### config.mk
export PLATFORM = sky130hd
export DESIGN_NAME = gpio_frame_reader
export DESIGN_NICKNAME = d
export VERILOG_FILES = /design/src/rtl/gpio_frame_reader_pkg.sv /design/src/rtl/gpio_frame_reader.sv
export SDC_FILE = /design/constraint.sdc
export NUM_CORES = 1
export LEC_CHECK = 0
export CAP_MARGIN = 20
export CORE_ASPECT_RATIO = 1.75
export CORE_MARGIN = 4
export CORE_UTILIZATION = 50
export DETAILED_ROUTE_END_ITERATION = 8
export HOLD_SLACK_MARGIN = 0.03
export PLACE_DENSITY_LB_ADDON = 0.15
export SYNTH_ARGS = -nofsm -noshare
export SYNTH_HDL_FRONTEND = slang
export SYNTH_SLANG_ARGS = --single-unit
### constraint.sdc
create_clock -name clk -period 4.8 [get_ports clk]
set_clock_uncertainty 0.1 [all_clocks]
set_input_delay 0.96 -clock clk [delete_from_list [all_inputs] [get_ports clk]]
set_output_delay 0.96 -clock clk [all_outputs]
set_load 0.05 [all_outputs]
### src/rtl/gpio_frame_reader_pkg.sv
// Shared widths and pixel packing for the GPIO frame reader.
// These constants mirror the solver's host-port layout.
package gpio_frame_reader_pkg;

  localparam int DATA_WIDTH    = 16;
  localparam int HOST_TX_BIT   = 15;
  localparam int PIX_IDX_WIDTH = 15;

  // Stream word order is {ux, uy, rho, u2}, with ux in the top 16 bits.
  function automatic logic [4*DATA_WIDTH-1:0] pack_pixel(
    input logic [DATA_WIDTH-1:0] ux,
    input logic [DATA_WIDTH-1:0] uy,
    input logic [DATA_WIDTH-1:0] rho,
    input logic [DATA_WIDTH-1:0] u2
  );
    return {ux, uy, rho, u2};
  endfunction

endpackage

### src/rtl/gpio_frame_reader.sv
// Host-side initiator that sweeps the solver's GPIO pixel port and streams
// each settled pixel sample out as one 64-bit valid/ready word.
module gpio_frame_reader
  import gpio_frame_reader_pkg::*;
#(
  parameter int N_PIXELS      = 2500,
  parameter int IDX_WIDTH     = PIX_IDX_WIDTH,
  parameter int SETTLE_CYCLES = 2
) (
  input  logic                         clk,
  input  logic                         rst,
  input  logic                         start,
  input  logic                         frame_ready,
  output logic [DATA_WIDTH-1:0]        GPIOi,
  input  logic signed [DATA_WIDTH-1:0] GPIOux,
  input  logic signed [DATA_WIDTH-1:0] GPIOuy,
  input  logic signed [DATA_WIDTH-1:0] GPIOrho,
  input  logic signed [DATA_WIDTH-1:0] GPIOu2,
  output logic                         m_valid,
  input  logic                         m_ready,
  output logic [4*DATA_WIDTH-1:0]      m_data,
  output logic [IDX_WIDTH-1:0]         m_index,
  output logic                         m_last,
  output logic                         busy,
  output logic                         done
);

  typedef enum logic [1:0] {
    IDLE,
    WAIT_RDY,
    SETTLE,
    EMIT
  } state_t;

  localparam logic [IDX_WIDTH-1:0] LAST_IDX    = IDX_WIDTH'(N_PIXELS - 1);
  localparam logic [3:0]           SETTLE_LAST = 4'(SETTLE_CYCLES - 1);

  state_t               state;
  logic [IDX_WIDTH-1:0] idx;
  logic [IDX_WIDTH-1:0] next_idx;
  logic [3:0]           cnt;

  assign next_idx = idx + IDX_WIDTH'(1);

  always_ff @(posedge clk or negedge rst) begin
    if (!rst) begin
      state   <= IDLE;
      idx     <= '0;
      cnt     <= '0;
      GPIOi   <= '0;
      m_valid <= 1'b0;
      m_data  <= '0;
      m_index <= '0;
      m_last  <= 1'b0;
      busy    <= 1'b0;
      done    <= 1'b0;
    end else begin
      done <= 1'b0;
      case (state)
        // A start landing on the done cycle belongs to the finished frame.
        IDLE: begin
          if (start && !done) begin
            idx   <= '0;
            busy  <= 1'b1;
            state <= WAIT_RDY;
          end
        end
        WAIT_RDY: begin
          if (frame_ready) begin
            GPIOi <= {1'b1, idx};
            cnt   <= '0;
            state <= SETTLE;
          end
        end
        SETTLE: begin
          cnt <= cnt + 4'd1;
          if (cnt == SETTLE_LAST) begin
            m_data  <= pack_pixel(GPIOux, GPIOuy, GPIOrho, GPIOu2);
            m_index <= idx;
            m_last  <= (idx == LAST_IDX);
            m_valid <= 1'b1;
            state   <= EMIT;
          end
        end
        // GPIOi holds the current index for as long as the host stalls.
        EMIT: begin
          if (m_ready) begin
            m_valid <= 1'b0;
            if (m_last) begin
              GPIOi <= '0;
              done  <= 1'b1;
              busy  <= 1'b0;
              state <= IDLE;
            end else begin
              idx   <= next_idx;
              GPIOi <= {1'b1, next_idx};
              cnt   <= '0;
              state <= SETTLE;
            end
          end
        end
        default: state <= IDLE;
      endcase
    end
  end

endmodule

# Word-level counts from Yosys, hierarchy flattened
# Cells that the tools add are included.
[word_totals]
regBits = 120
ram_bits = 0
output_inout_bits = 99
mem_count = 0
romBits = 0
input_bits = 69
latchBits = 0
wordCells = 65
[classes]
bitwise = 0
multipliers = 0
n_lt_le_gt_ge = 0
n_reduce_logical = 14
add_sub_neg = 2
shift = 0
div_mod_pow = 0
n_eq_ne = 11
n_mux = 28
[ops]
columns = ["op", "n"]
rows = [
  ["two-way mux 16 bit", 3],
  ["two-way mux 15 bit", 3],
  ["one-hot mux 16 bit (2 select lines)", 1],
  ["one-hot mux 15 bit (2 select lines)", 1],
  ["AND reduction 4 bit", 4],
  ["adder 15 x 1 -> 15 bit, second input constant", 1],
  ["== test 15 x 12 -> 1 bit, second input constant", 1],
  ["two-way mux 4 bit", 3],
  ["inequality test 2 bit, second input constant", 6],
  ["one-hot mux 4 bit (3 select lines)", 1],
  ["two-way mux 2 bit", 5],
  ["two-way mux 1 bit", 8],
  ["one-hot mux 2 bit (4 select lines)", 1],
  ["AND reduction 3 bit", 2],
  ["nonzero test 2 bit", 3],
  ["adder 4 x 1 -> 4 bit, second input constant", 1],
  ["== test 2 bit, second input constant", 2],
  ["== test 4 x 1 -> 1 bit, second input constant", 1],
  ["one-hot mux 1 bit (2 select lines)", 2],
  ["nonzero test 3 bit", 1],
  ["== test 2 x 1 -> 1 bit, second input constant", 1],
  ["logical NOT 2 bit", 1],
  ["AND reduction 2 bit", 1],
  ["logical AND 1 bit", 1],
  ["logical NOT 1 bit", 1],
]

# Logic depth before layout (Yosys ltp)
[logic_depth]
ltp_word = 4
ltp_mapped = 8

# Worst setup path before layout
# No wires, ideal clock.
[synth_timing]
path_type = "input -> register"
from = "in m_ready"
to = "reg GPIOi[14]"
t_required_ns = 4.631
setup_time_ns = 0.069
arrival_ns = 1.966
cell_stages = 5
setup_slack_ns = 2.665
path_buffers = 1
cell_sequence = "mux2i_1 > nand2b_1 > buf_6 > or4b_2 > nand3_1"
[synth_via]
elab_chain_cells = 2
[synth_lines]
columns = ["element", "line_no", "rtl"]
rows = [
  ["start, declared", "gpio_frame_reader.sv:20", "input logic m_ready,"],
  ["inequality test 2 bit (no source line)", "n/a", ""],
  ["AND reduction 3 bit (no source line)", "n/a", ""],
  ["end signal, assigned", "gpio_frame_reader.sv:70", "GPIOi <= {1'b1, idx};"],
  ["end signal, assigned", "gpio_frame_reader.sv:96", "GPIOi <= {1'b1, next_idx};"],
  ["end, declared", "gpio_frame_reader.sv:14", "output logic [DATA_WIDTH-1:0] GPIOi,"],
]
# No other way between the ends.
# A chain may end at the register's enable or synchronous reset.

# Worst setup path in the final report
[layout_timing]
from = "reg m_last"
to = "out m_last"
[layout_lines]
columns = ["element", "line_no", "rtl"]
rows = [
  ["start, declared", "gpio_frame_reader.sv:23", "output logic m_last,"],
  ["start signal, assigned", "gpio_frame_reader.sv:80", "m_last <= (idx == LAST_IDX);"],
]
# No word-level cell between the ends.

==> summary.txt <==
CP startpoint = m_last
Area contributors post-synth = dfrtp_1, mux2_2, o21ai_0
Top_reg_cell synth = dfrtp_1
Least-Margin Pin Slew = 1083 ps
First-pass GRT wire length = 22600 µm
All-Layer GR Usage = 24.09%
Seq/Total Area, Yosys = 57.18%
Worst Path Buf+Inv = 1
Clk buf depth = 2
Row count = 49
Detail Route Antenna Nets = 0
Status = finished, final reports clean
Final cell count without fillers = 725
Static Leak = 3.161 nW
Clock Latency Late Sink = 410 ps
Initial antenna violation count = 0
R2R Path Start = cnt[1]
Net Sw Frac = 43.14%
GR Overflow Total = 0
Yosys cell types = 48
Routed vias = 4134
Synth top area share = 57.18%
CP Class = reg2out
Worst IR Drop VDD = 0.0005147 V
Vias in the first global route = 4543
Mean Syn Cell Area = 12.21 µm²
Relative slew slack = 27.81%
Syn_nets = 502
Tcrit/Tclk final = 65.55%
Initial Utilization = 50.98%
Die Footprint = 12270 µm²
P_int = 3.333 mW
Crit start category = flop
CTS root buffer = clkbuf_16
Setup TNS = 0 ps
Clock network power share = 22.7%
Post-synth EDFFs = 0
CP Data Required Time = 3740 ps
Worst-path clk slew = 60 ps
Final nets = 657
Mapped Cells = 430
Worst-path maximum fanout = 20
Clock period minus worst slack = 3147 ps
# placed instances = 693
Worst Hold Launch = GPIOi[3]
Largest net degree at the start of global routing = 84
Worst path cell trace = clkdlybuf4s50_1
Async S/R FF share, synth = 100.0%
Share of cells above drive strength 1 = 20.40%
PortBufs = 167
Gp weighted congestion = 0.9164
WL/cell = 19.73 µm
Ys Warns = 0
Initial detailed-routing violation count = 243
Final setup viols = 0
H-tree depth = 4
Setup crit end kind = output pin
First-pass DRT Iterations = 5
Via density = 5.702
CTS tree = built
Clock Sinks = 120
Cell Pwr Density = 778.5 nW/µm²
Top-count cell post-synth = dfrtp_1
FF-to-FF path depth = 5
Worst path max stage delay = 920 ps
Switching Power = 2.529 mW
Ant. Diodes = 0
Critical path data arrival time = 2090 ps
RSZ-0062 raised after global routing = no
Cell taking the most area after synthesis = dfrtp_1
Top cells by count, synth = dfrtp_1, mux2_2, o21ai_0, nand2_1, clkbuf_1
Synthesized cell area = 5251 µm²
Crit-path slowest cell = clkdlybuf4s50_1
Filler instances = 731
DRC = 0
PostCTS Resize Cnt = 0
Worst path depth = 1
Seq cells post-synth = 120
Hold Path Class = reg2reg
Final-report hold violation count = 0
Die W = 85.47 µm
Max Clock Freq = 317.8 MHz
Setup repair bufs after CTS = 0
P&R area growth vs syn = 43.39%
CTS Buf Count = 17
Crit-path leading delay family = buffers and inverters
Number of I/O pins = 168
Max Slew Vio Count = 0
Worst Hold Path Cells = 2
Comb pwr share = 49.4%
Core area = 10300 µm²
Die height = 143.6 µm
Hold_buf cts = 0
Max Cap Viol = 0
Post-Route WL = 14300 µm
Dpl hpwl = 10300 µm
Register share of total power = 27.9%
## state kept, by name, indices dropped and copies added (netlist names)
register  count
state         2
busy          1
m_data       64
m_index      15
GPIOi        16
m_valid       1
done          1
cnt           4
m_last        1
idx          15
## routing by layer
| layer | vias up | share of wire [%] | wire length (µm) | global-route usage, % |
|---|---|---|---|---|
| met5 | - | 0 | 0 | 0 |
| met4 | 0 | 3.9 | 560 | 12.93 |
| met3 | 35 | 9.1 | 1295 | 10.84 |
| met2 | 194 | 55 | 7874 | 43.16 |
| met1 | 2032 | 32 | 4570 | 22.50 |
| li1 | 1873 | - | - | - |
## cell families after synthesis
family          synth area share, %
flops                         57.18
simple gates                  10.72
compound gates                9.864
mux                           16.92
buf+inv                       4.265
fa+ha+maj                    0.7149
xor+xnor                     0.3336
## final cells by class
cell class | instances | area, µm² | share of cell area, %
Timing Repair Buffer | 170 | 1692 | 22.47
Sequential cell | 120 | 3003 | 39.88
Clock buffer | 20 | 446.7 | 5.932
Inverter | 6 | 22.52 | 0.2991
Multi-Input combinational cell | 270 | 2032 | 26.99
Tap cell | 127 | 158.9 | 2.110
Clock inverter | 12 | 175.2 | 2.326
## stage by stage
| stage | power, mW | worst slack [ps] | utilization [%] | instance area [µm²] | hold WS [ps] |
|---|---|---|---|---|---|
| floorplan | 3.588 | 2665 | - | 5251 | 392.6 |
| global placement | 4.485 | 1756 | 67.07 | 6908 | 363.8 |
| detailed placement | 4.553 | 1673 | 67.07 | 6908 | 369.0 |
| CTS | 5.908 | 1660 | 73.11 | 7530 | 381.3 |
| global route | 6.112 | 1554 | 73.11 | 7530 | 404.0 |
| finish | 5.862 | 1653 | 73.11 | 7530 | 378.1 |
## worst paths after layout
path / to / slack, ps
worst max register to register: m_index[4] / 2180
max in group asynchronous: cnt[3] / 3180
worst min register to register: GPIOi[3] / 380
min in group asynchronous: state[0] / 550
worst max-delay path: m_last / 1650
worst min-delay path: GPIOi[3] / 380
## cell usage in the layout, fill, tap and decap left out, types with 2 or more instances in the layout
master,instances
clkinvlp_4,3
nand2_1,25
nor4b_1,3
o21ai_0,29
dfrtp_1,120
or3_2,2
xnor2_1,2
clkbuf_1,2
buf_4,4
a21o_1,2
ha_1,3
o211ai_1,4
a41oi_1,3
nor2b_1,2
a31oi_1,12
inv_1,6
o31ai_1,6
nor3_1,5
o21a_1,2
clkbuf_16,17
nand3_1,10
nand2b_1,3
o311ai_0,3
a211oi_1,3
and2_1,2
clkinv_4,2
mux2_2,78
or3_1,5
and3_1,4
nor3b_1,4
clkdlybuf4s50_1,166
nand4_1,8
and4b_1,2
bufinv_16,4
clkinv_2,3
nor2_1,16
a21oi_1,16
## power groups by stage
stage	sequential (mW)	combinational, mW	clock (mW)
detailed placement	1.65	2.91	0
finish	1.63	2.90	1.33
global route	1.68	3.03	1.39
floorplan	2.77	0.821	0
CTS	1.64	2.92	1.35
global placement	1.62	2.86	0
Power figures use the tool's default switching activity.
